### config.mk
export PLATFORM = sky130hd
export DESIGN_NAME = ext_mem_model_chan
export DESIGN_NICKNAME = d
export VERILOG_FILES = /design/src/rtl/ext_mem_model_pkg.sv /design/src/rtl/ext_mem_model_chan.sv
export SDC_FILE = /design/constraint.sdc
export NUM_CORES = 1
export LEC_CHECK = 0
export ABC_AREA = 1
export CAP_MARGIN = 30
export CORE_ASPECT_RATIO = 0.75
export CORE_MARGIN = 2
export CORE_UTILIZATION = 48
export CTS_CLUSTER_DIAMETER = 200
export DETAILED_ROUTE_END_ITERATION = 8
export GPL_ROUTABILITY_DRIVEN = 0
export GPL_TIMING_DRIVEN = 0
export PLACE_DENSITY = 0.77
export SETUP_SLACK_MARGIN = 0.2
export SYNTH_ARGS = -nofsm -noshare
export SYNTH_HDL_FRONTEND = slang
export SYNTH_SLANG_ARGS = --single-unit
### constraint.sdc
create_clock -name clk -period 2.4 [get_ports clk]
set_clock_uncertainty 0.15 [all_clocks]
set_input_delay 0.24 -clock clk [delete_from_list [all_inputs] [get_ports clk]]
set_output_delay 0.24 -clock clk [all_outputs]
set_load 0.05 [all_outputs]
### src/rtl/ext_mem_model_pkg.sv
`default_nettype none
// ============================================================================
// Module      : ext_mem_model_pkg
// Description : Shared types and helpers for the external memory model.
// Revision    : 1.0 - initial release
// ============================================================================
package ext_mem_model_pkg;

  typedef enum logic [1:0] {
    ST_IDLE    = 2'd0,
    ST_RD_WAIT = 2'd1,
    ST_WR_WAIT = 2'd2
  } chan_state_t;

  function automatic int size_w(input int data_w);
    return $clog2(data_w) + 1;
  endfunction

  // Write-enable bits for byte lane `lane` given an access size in bits.
  function automatic logic [7:0] size_to_byte_mask(input int unsigned size,
                                                   input int unsigned data_w,
                                                   input int unsigned lane);
    int unsigned nbits;
    int unsigned lo;
    logic [7:0]  m;
    if (size == 0 || size > data_w) nbits = data_w;
    else if (size < 8)              nbits = size;
    else                            nbits = (size / 8) * 8;
    lo = lane * 8;
    if (nbits >= lo + 8)  m = 8'hFF;
    else if (nbits <= lo) m = 8'h00;
    else                  m = 8'((16'd1 << (nbits - lo)) - 16'd1);
    return m;
  endfunction

endpackage
`default_nettype wire

### src/rtl/ext_mem_model_chan.sv
`default_nettype none
// ============================================================================
// Module      : ext_mem_model_chan
// Description : One master channel: request FSM, latency counter, read
//               snapshot and sticky error flags. EXT_MEM_MODEL_STALL_EN adds
//               0-3 LFSR-driven extra wait cycles per access.
// Revision    : 1.0 - initial release
// ============================================================================
module ext_mem_model_chan
  import ext_mem_model_pkg::*;
#(
  parameter int DATA_W    = 8,
  parameter int READ_LAT  = 2,
  parameter int WRITE_LAT = 1
) (
  input  logic              clk,
  input  logic              rst_n,
  input  logic              oe,
  input  logic              we,
  input  logic              in_range,
  input  logic [DATA_W-1:0] rd_bytes,
  output logic              wr_go,
  output logic [DATA_W-1:0] rdata,
  output logic              data_rdy,
  output logic              err_conflict,
  output logic              err_range
);

  localparam int MAX_LAT = (READ_LAT > WRITE_LAT) ? READ_LAT : WRITE_LAT;
  localparam int CNT_W   = $clog2(MAX_LAT + 4);

  chan_state_t       state, state_nx;
  logic [CNT_W-1:0]  cnt, cnt_nx;
  logic [DATA_W-1:0] snap, snap_nx;
  logic              conflict, range_bad, rdy_nx;
  logic [1:0]        stall;

`ifdef EXT_MEM_MODEL_STALL_EN
  logic [15:0] lfsr;

  always_ff @(posedge clk or negedge rst_n) begin
    if (!rst_n) lfsr <= 16'hACE1;
    else        lfsr <= {lfsr[14:0], lfsr[15] ^ lfsr[13] ^ lfsr[12] ^ lfsr[10]};
  end

  assign stall = lfsr[1:0];
`else
  assign stall = 2'b00;
`endif

  always_comb begin
    state_nx  = state;
    cnt_nx    = cnt;
    snap_nx   = snap;
    conflict  = 1'b0;
    range_bad = 1'b0;
    wr_go     = 1'b0;
    case (state)
      ST_IDLE: begin
        if (oe && we) begin
          conflict = 1'b1;
        end else if (oe || we) begin
          if (!in_range) begin
            range_bad = 1'b1;
          end else if (oe) begin
            state_nx = ST_RD_WAIT;
            cnt_nx   = CNT_W'(READ_LAT - 1) + CNT_W'(stall);
            snap_nx  = rd_bytes;
          end else begin
            wr_go    = 1'b1;
            state_nx = ST_WR_WAIT;
            cnt_nx   = CNT_W'(WRITE_LAT - 1) + CNT_W'(stall);
          end
        end
      end
      default: begin
        if (cnt == '0) state_nx = ST_IDLE;
        else           cnt_nx   = cnt - CNT_W'(1);
      end
    endcase
    // Completion is the cycle spent waiting with an exhausted counter.
    rdy_nx = (state_nx != ST_IDLE) && (cnt_nx == '0);
  end

  always_ff @(posedge clk or negedge rst_n) begin
    if (!rst_n) begin
      state        <= ST_IDLE;
      cnt          <= '0;
      snap         <= '0;
      data_rdy     <= 1'b0;
      rdata        <= '0;
      err_conflict <= 1'b0;
      err_range    <= 1'b0;
    end else begin
      state    <= state_nx;
      cnt      <= cnt_nx;
      snap     <= snap_nx;
      data_rdy <= rdy_nx;
      rdata    <= (rdy_nx && state_nx == ST_RD_WAIT) ? snap_nx : '0;
      if (conflict)  err_conflict <= 1'b1;
      if (range_bad) err_range    <= 1'b1;
    end
  end

endmodule
`default_nettype wire

==> reports/summary.txt, run 1 <==
Die height: 45.76 um
CTS root buffer: clkbuf_4
CTS Sinks: 24
Post-Synth Adder-Cell Area: 3.363%
Worst min path class: in2async
Layout Utilization: 63.83%
Synth Area in Compound Gates: 9.753%
Warnings from Yosys: 0
Max-slew headroom: 66.44%
Slew Limit Fails: 0
DIE WIDTH: 59.68 um
CP Cell Sequence: inv_1 -> nand2_2 -> nor2_1 -> dlygate4sd2_1
Routed len/inst: 11.03 um
Buf/Inv on CP: 2
Cell family with the largest share of critical-path delay: buffers and inverters
Worst-path clk slew: 0.12 ns
Status: finished clean
Synth Area in Simple Gates: 23.21%
Diode count: 0
Footprint of the multi-input gates: 405.4 um^2
Tot GR Track Use: 14.99%
Drt via density: 4.520
Clock Latency Late Sink: 0.30 ns
CTS H-tree depth: 1
Register area: 600.6 um^2
Worst slew pin tran: 0.5018 ns
Cts hold-fix bufs: 0
Worst path slowest cell: dlygate4sd2_1
Register area share after synthesis: 53.81%
CP peak stage delay: 0.52 ns
CP Capture Type: output port
Die area: 2731 um^2
HPWL Detailed: 1526 um
Main combinational cell family by area after synthesis: simple AND/OR/NAND/NOR gates
Arrival time at the worst endpoint: 1.58 ns
Final ANT Viol Nets: 0
Port-buffer cells: 24
I/O pin count: 25
Initial drt markers: 12
CTS tree: yes
Minimum clock period: 1.967 ns
Avg Synthesized Cell Area: 9.539 um^2
Max-Cap Viols: 0
# nets final: 163
CTS buffer count: 3
Setup TNS: 0 ns
DRT Wirelength: 1886 um
Mux cell area share after synthesis: 0%
Final setup viols: 0
Starting Density: 49.56%
Syn nets: 133
DR DRC count: 0
Share of cells above drive strength 1: 17.12%
Vias: 773
CORE AREA: 2252 um^2
Final Hold Vio Count: 0
Area delta synth->final: 28.81%
Startpoint types: flip-flop
Mapped Cells: 117
Drt pass-1 iters: 4
Site Rows: 15
Post-CTS Setup Inserts: 0
Worst VDD drop: 0.0006556 V
Antenna violations before repair: 0
Final period util: 81.95%
Vias in the first global route: 664
Leak: 0.7421 nW
First-pass GRT wire length: 2946 um
Max Root-Sink Buffers: 2
Power per Cell Area: 1046 nW/um^2
Data required, critical path: 2.01 ns
Synth unique cells: 22
Grt total ovfl: 0
RSZ-0062 raised after global routing: no
Critical path type: reg2out
# resized after CTS: 1
Synthesized flop and latch total: 24
Largest net degree at the start of global routing: 17
Max Freq: 0.5085 GHz
Synth Area in XOR/XNOR: 0%
Fillers: 196
CP Max Fanout: 7
Post-Syn Area: 1116 um^2
## stage by stage
stage	instance area [um^2]	total power [W]	hold WS, ns	instances	setup slack (ns)
4_1_cts	1438	0.001520	0.07367	171	0.4122
2_1_floorplan	1116	0.001129	-0.2056	117	0.7257
5_1_grt	1438	0.001615	0.08256	171	0.3161
3_3_place_gp	1388	0.001288	0.3050	166	0.1334
3_5_place_dp	1403	0.001315	0.3119	167	0.1621
6_report	1438	0.001504	0.06896	171	0.4333
## synth_stat cells, drive strengths merged
library cell	number	area, um^2
nand2	26	115.1
a22oi	1	21.27
a21oi	1	5.000
inv	28	105.1
o22ai	1	6.260
o21a	4	30.03
o211ai	1	7.510
a41o	1	11.26
ha	3	37.54
o21ai	4	20.02
nand3	4	50.04
o21bai	1	7.510
nor2	17	93.84
dfrtp	24	600.6
buf	1	5.000
## flip-flops by register name (all words and copies together) (netlist names)
signal and count:
cnt 3, err_conflict 1, state 2, err_range 1, data_rdy 1, rdata 8
snap 8
## cells by family (layout without fill, tap and decap cells)
| logic type | after synthesis | count (layout) |
|---|---|---|
| and+or+nand+nor | 47 | 47 |
| buffers and inverters | 29 | 58 |
| DFF | 24 | 24 |
| AOI/OAI and AO/OA | 14 | 14 |
| adders and majority gates | 3 | 3 |
## worst reg2reg max path, cell delays in order, from the launching register on
cell	delay [ns]
dfrtp_1	0.41
inv_1	0.10
ha_1	0.18
ha_1	0.19
inv_1	0.09
o211ai_1	0.19
nand2_2	0.10
nor2_4	0.14
nand3_4	0.14
nor2_1	0.13
## final timing paths
kind | startpoint | endpoint | slack (ns) | depth (start not counted)
setup / recovery | state[0] | wr_go | 0.43 | 4
hold / removal | rst_n | snap[7] | 0.07 | 1
setup reg to reg | cnt[0] | rdata[0] | 0.50 | 9
hold reg to reg | err_conflict | err_conflict | 0.33 | 1
max in group asynchronous | rst_n | snap[0] | 1.59 | 2
min in group clk | err_conflict | err_conflict | 0.33 | 1
## power by group
part | internal, W | leakage [nW] | switching (W)
logic | 0.000250 | 0.421 | 0.000472
registers | 0.000531 | 0.300 | 0.0000476
clock network | 0.0000925 | 0.0210 | 0.000110
## cell type report
cell class / count / area share [%]
sequential: 24 / 41.78
buffer: 1 / 0.3481
clock buffer: 4 / 2.524
inverter: 28 / 7.311
timing repair buffer: 25 / 17.67
tap: 25 / 2.176
multi-input combinational: 64 / 28.20
## metal layers
layer	vias to the layer above	GRT usage (%)	part of all wire, %
met3	0	5.114	3.7
met1	351	20.26	48
met4	0	1.333	0
met2	16	24.57	49
li1	406	-	-
met5	-	0	0
## layout by cell type, fill, tap and decap left out
cell type and count:
nand3_2 1, o211ai_1 1, ha_1 3, buf_8 1, a21oi_1 1, a41o_2 1, a22oi_4 1, inv_1 25
o22ai_1 1, buf_2 1, nor2_2 3, o21a_1 4, clkbuf_8 1, dlygate4sd2_1 1, nor2_4 3, nand3_4 2
nand2_1 21, dfrtp_1 24, clkbuf_4 3, nand3_1 1, clkdlybuf4s50_1 23, o21ai_1 4, nand2_2 4, inv_2 3
o21bai_1 1, nor2_1 11, nand2_4 1
Power figures use the tool's default switching activity.
==> run 2, diff against run 1 <==
--- a/config.mk
+++ b/config.mk
@@ -9,12 +9,12 @@
 export CAP_MARGIN = 30
 export CORE_ASPECT_RATIO = 0.75
 export CORE_MARGIN = 2
-export CORE_UTILIZATION = 48
+export CORE_UTILIZATION = 44
 export CTS_CLUSTER_DIAMETER = 200
 export DETAILED_ROUTE_END_ITERATION = 8
 export GPL_ROUTABILITY_DRIVEN = 0
 export GPL_TIMING_DRIVEN = 0
-export PLACE_DENSITY = 0.77
+export PLACE_DENSITY = 0.74
 export SETUP_SLACK_MARGIN = 0.2
 export SYNTH_ARGS = -nofsm -noshare
 export SYNTH_HDL_FRONTEND = slang
==> constraint.sdc (replaced) <==
create_clock -name clk -period 1.7 [get_ports clk]
set_clock_uncertainty 0.15 [all_clocks]
set_input_delay 0.17 -clock clk [delete_from_list [all_inputs] [get_ports clk]]
set_output_delay 0.17 -clock clk [all_outputs]
set_load 0.05 [all_outputs]
==> run 2 against run 1 <==
The flow now finishes with violations (setup timing). Routed wire length rose by 16%. Sequential power increased by 44%. Utilization rose by 3.0 points. Via count increased by 7.6%. Global-route usage increased by 0.090 points. First-iteration DRC count rose by 58%. Sequential cell count is the same. Total power up 57%. Register-to-register slack lost 0.55 ns. Critical path type is now reg2reg.
==> reports/summary.txt, run 2 (synthesized netlist as in run 1, its figures left out) <==
Tot GR Track Use: 15.08% (+0.090 points)
CORE AREA: 2346 um^2 (+4.2%)
Diode count: 0 (unchanged)
Status: finished, violations left
RSZ-0062 raised after global routing: yes
Arrival time at the worst endpoint: 1.83 ns (+0.25 ns)
Starting Density: 47.57% (-2.0 points)
Worst VDD drop: 0.0006900 V (+5.3%)
Startpoint types: flip-flop
Max-slew headroom: 68.06% (+1.6 points)
Placement Cell Area: 1439 um^2 (+2.6%)
DRT Wirelength: 2184 um (+16%)
Vias: 832 (+7.6%)
Final ANT Viol Nets: 0 (unchanged)
Area delta synth->final: 40.58%
Worst slew pin tran: 0.4809 ns (-0.02085 ns)
Drt pass-1 iters: 4 (unchanged)
Power per Cell Area: 1500 nW/um^2 (+43%)
Port-buffer cells: 24 (unchanged)
First-pass GRT wire length: 3381 um (+15%)
Fillers: 197 (+0.51%)
# nets final: 174 (+6.7%)
Grt total ovfl: 0 (unchanged)
Vias in the first global route: 739 (+11%)
Antenna violations before repair: 0 (unchanged)
Footprint of the multi-input gates: 471.7 um^2 (+16%)
Max Freq: 0.5725 GHz
Finished Cell Area: 1569 um^2 (+9.1%)
Fin cells: 190 (+11%)
Die height: 47.62 um (+4.1%)
Failing checks: setup timing
Max Root-Sink Buffers: 2 (unchanged)
CTS root buffer: clkbuf_4
CTS Sinks: 24 (unchanged)
DIE WIDTH: 62.16 um (+4.1%)
Slew Limit Fails: 0 (unchanged)
Initial drt markers: 19 (+7)
Commonest non-fill, non-tap cell in the layout: dfrtp_1
Worst-path clk slew: 0.12 ns (about the same)
Site Rows: 15 (unchanged)
Clock Latency Late Sink: 0.30 ns (about the same)
Max-Cap Viols: 0 (unchanged)
DP Cell Count: 176 (+5.4%)
Share of cells above drive strength 1: 39.10% (+22 points)
CTS tree: yes
DR DRC count: 0 (unchanged)
CP Capture Type: flip-flop
Most frequent cells in the layout: dfrtp_1 (23), inv_1 (20), nand2_1 (20), clkdlybuf4s50_1 (12), clkbuf_2 (9)
CP Max Fanout: 8 (+1)
Register area: 601.8 um^2 (+0.21%)
Largest net degree at the start of global routing: 22 (+5)
HPWL Detailed: 1532 um (+0.43%)
Critical path type: reg2reg
CTS H-tree depth: 1 (unchanged)
Final setup viols: 8 (+8)
Worst min path class: reg2reg
Final Hold Vio Count: 0 (unchanged)
Leak: 0.8022 nW (+8.1%)
Routed len/inst: 11.49 um (+4.2%)
Data required, critical path: 1.79 ns (-0.22 ns)
I/O pin count: 25 (unchanged)
Worst setup margin: -0.04666 ns (-0.4799 ns)
R2R setup slack: -0.05 ns (-0.55 ns)
CTS buffer count: 3 (unchanged)
Drt via density: 4.379 (-3.1%)
Top Registers: rdata: 8 flops, snap: 8 flops, cnt: 3 flops
Die area: 2960 um^2 (+8.4%)
Final period util: 102.7%
Minimum clock period: 1.747 ns
[run 2: repair_timing]
action                     4_1_cts  5_1_grt
setup buffers                    3        7
setup endpoints to repair       27       28
hold endpoints to repair         3        0
resized for setup               25       38
pin swaps                        6       11
hold buffers                     1        0
[run 2: layout make-up]
cell class / instances / area share [%]
plain buffers: 1 / 0.7177
clock buffers: 3 / 1.435
inverters: 28 / 6.858
multi-input cells: 64 / 30.06
flip-flops and latches: 24 / 38.36
well taps: 34 / 2.711
repair buffers: 36 / 19.86
[run 2: power by group]
| part | leakage, nW | internal, W | switching, W | total [W] |
|---|---|---|---|---|
| Combinational | 0.490 | 0.000510 | 0.000779 | 0.00129 |
| Sequential | 0.299 | 0.000753 | 0.0000814 | 0.000834 |
| Clock | 0.0138 | 0.0000826 | 0.000148 | 0.000231 |
| Total | 0.802 | 0.00134 | 0.00101 | 0.00235 |
[run 2: per-stage QoR]
stage / setup slack [ns] / TNS (ns) / util, % / hold slack, ns / total power (W)
floorplan: 0.1146 / 0 / - / -0.2756 / 0.001650
global placement: -0.4254 / -1.214 / 60.69 / 0.3030 / 0.001870
detailed placement: -0.4152 / -1.881 / 61.33 / 0.2638 / 0.001920
CTS: -0.04327 / -0.2025 / 63.47 / 0.3186 / 0.002200
global route: -0.1143 / -0.7995 / 66.88 / 0.3262 / 0.002531
finish: -0.04666 / -0.2878 / 66.88 / 0.3241 / 0.002354
[run 2: final timing paths]
path / cells past startpoint / startpoint / to
max reg2reg: 9 / cnt[0] / rdata[1]
min in group asynchronous: 2 / rst_n / err_conflict
max: 9 / cnt[0] / rdata[1]
min reg2reg: 1 / err_range / err_range
max in group asynchronous: 3 / rst_n / state[0]
min: 1 / err_range / err_range
[run 2: critical path, stage by stage (launching register included)]
cell      delay (ns)
dfrtp_1         0.41
inv_2           0.09
ha_4            0.14
ha_4            0.15
inv_4           0.04
o211ai_1        0.17
nand2_2         0.10
nor2_4          0.12
nand3_4         0.16
nor2_1          0.13
[run 2: per-layer routing]
metal	wire length [um]	up-vias	global-route usage [%]
met5	0	-	0
met4	27	0	5.333
met3	80	2	4.235
met2	1149	15	26.52
met1	926	387	18.83
li1	-	428	-
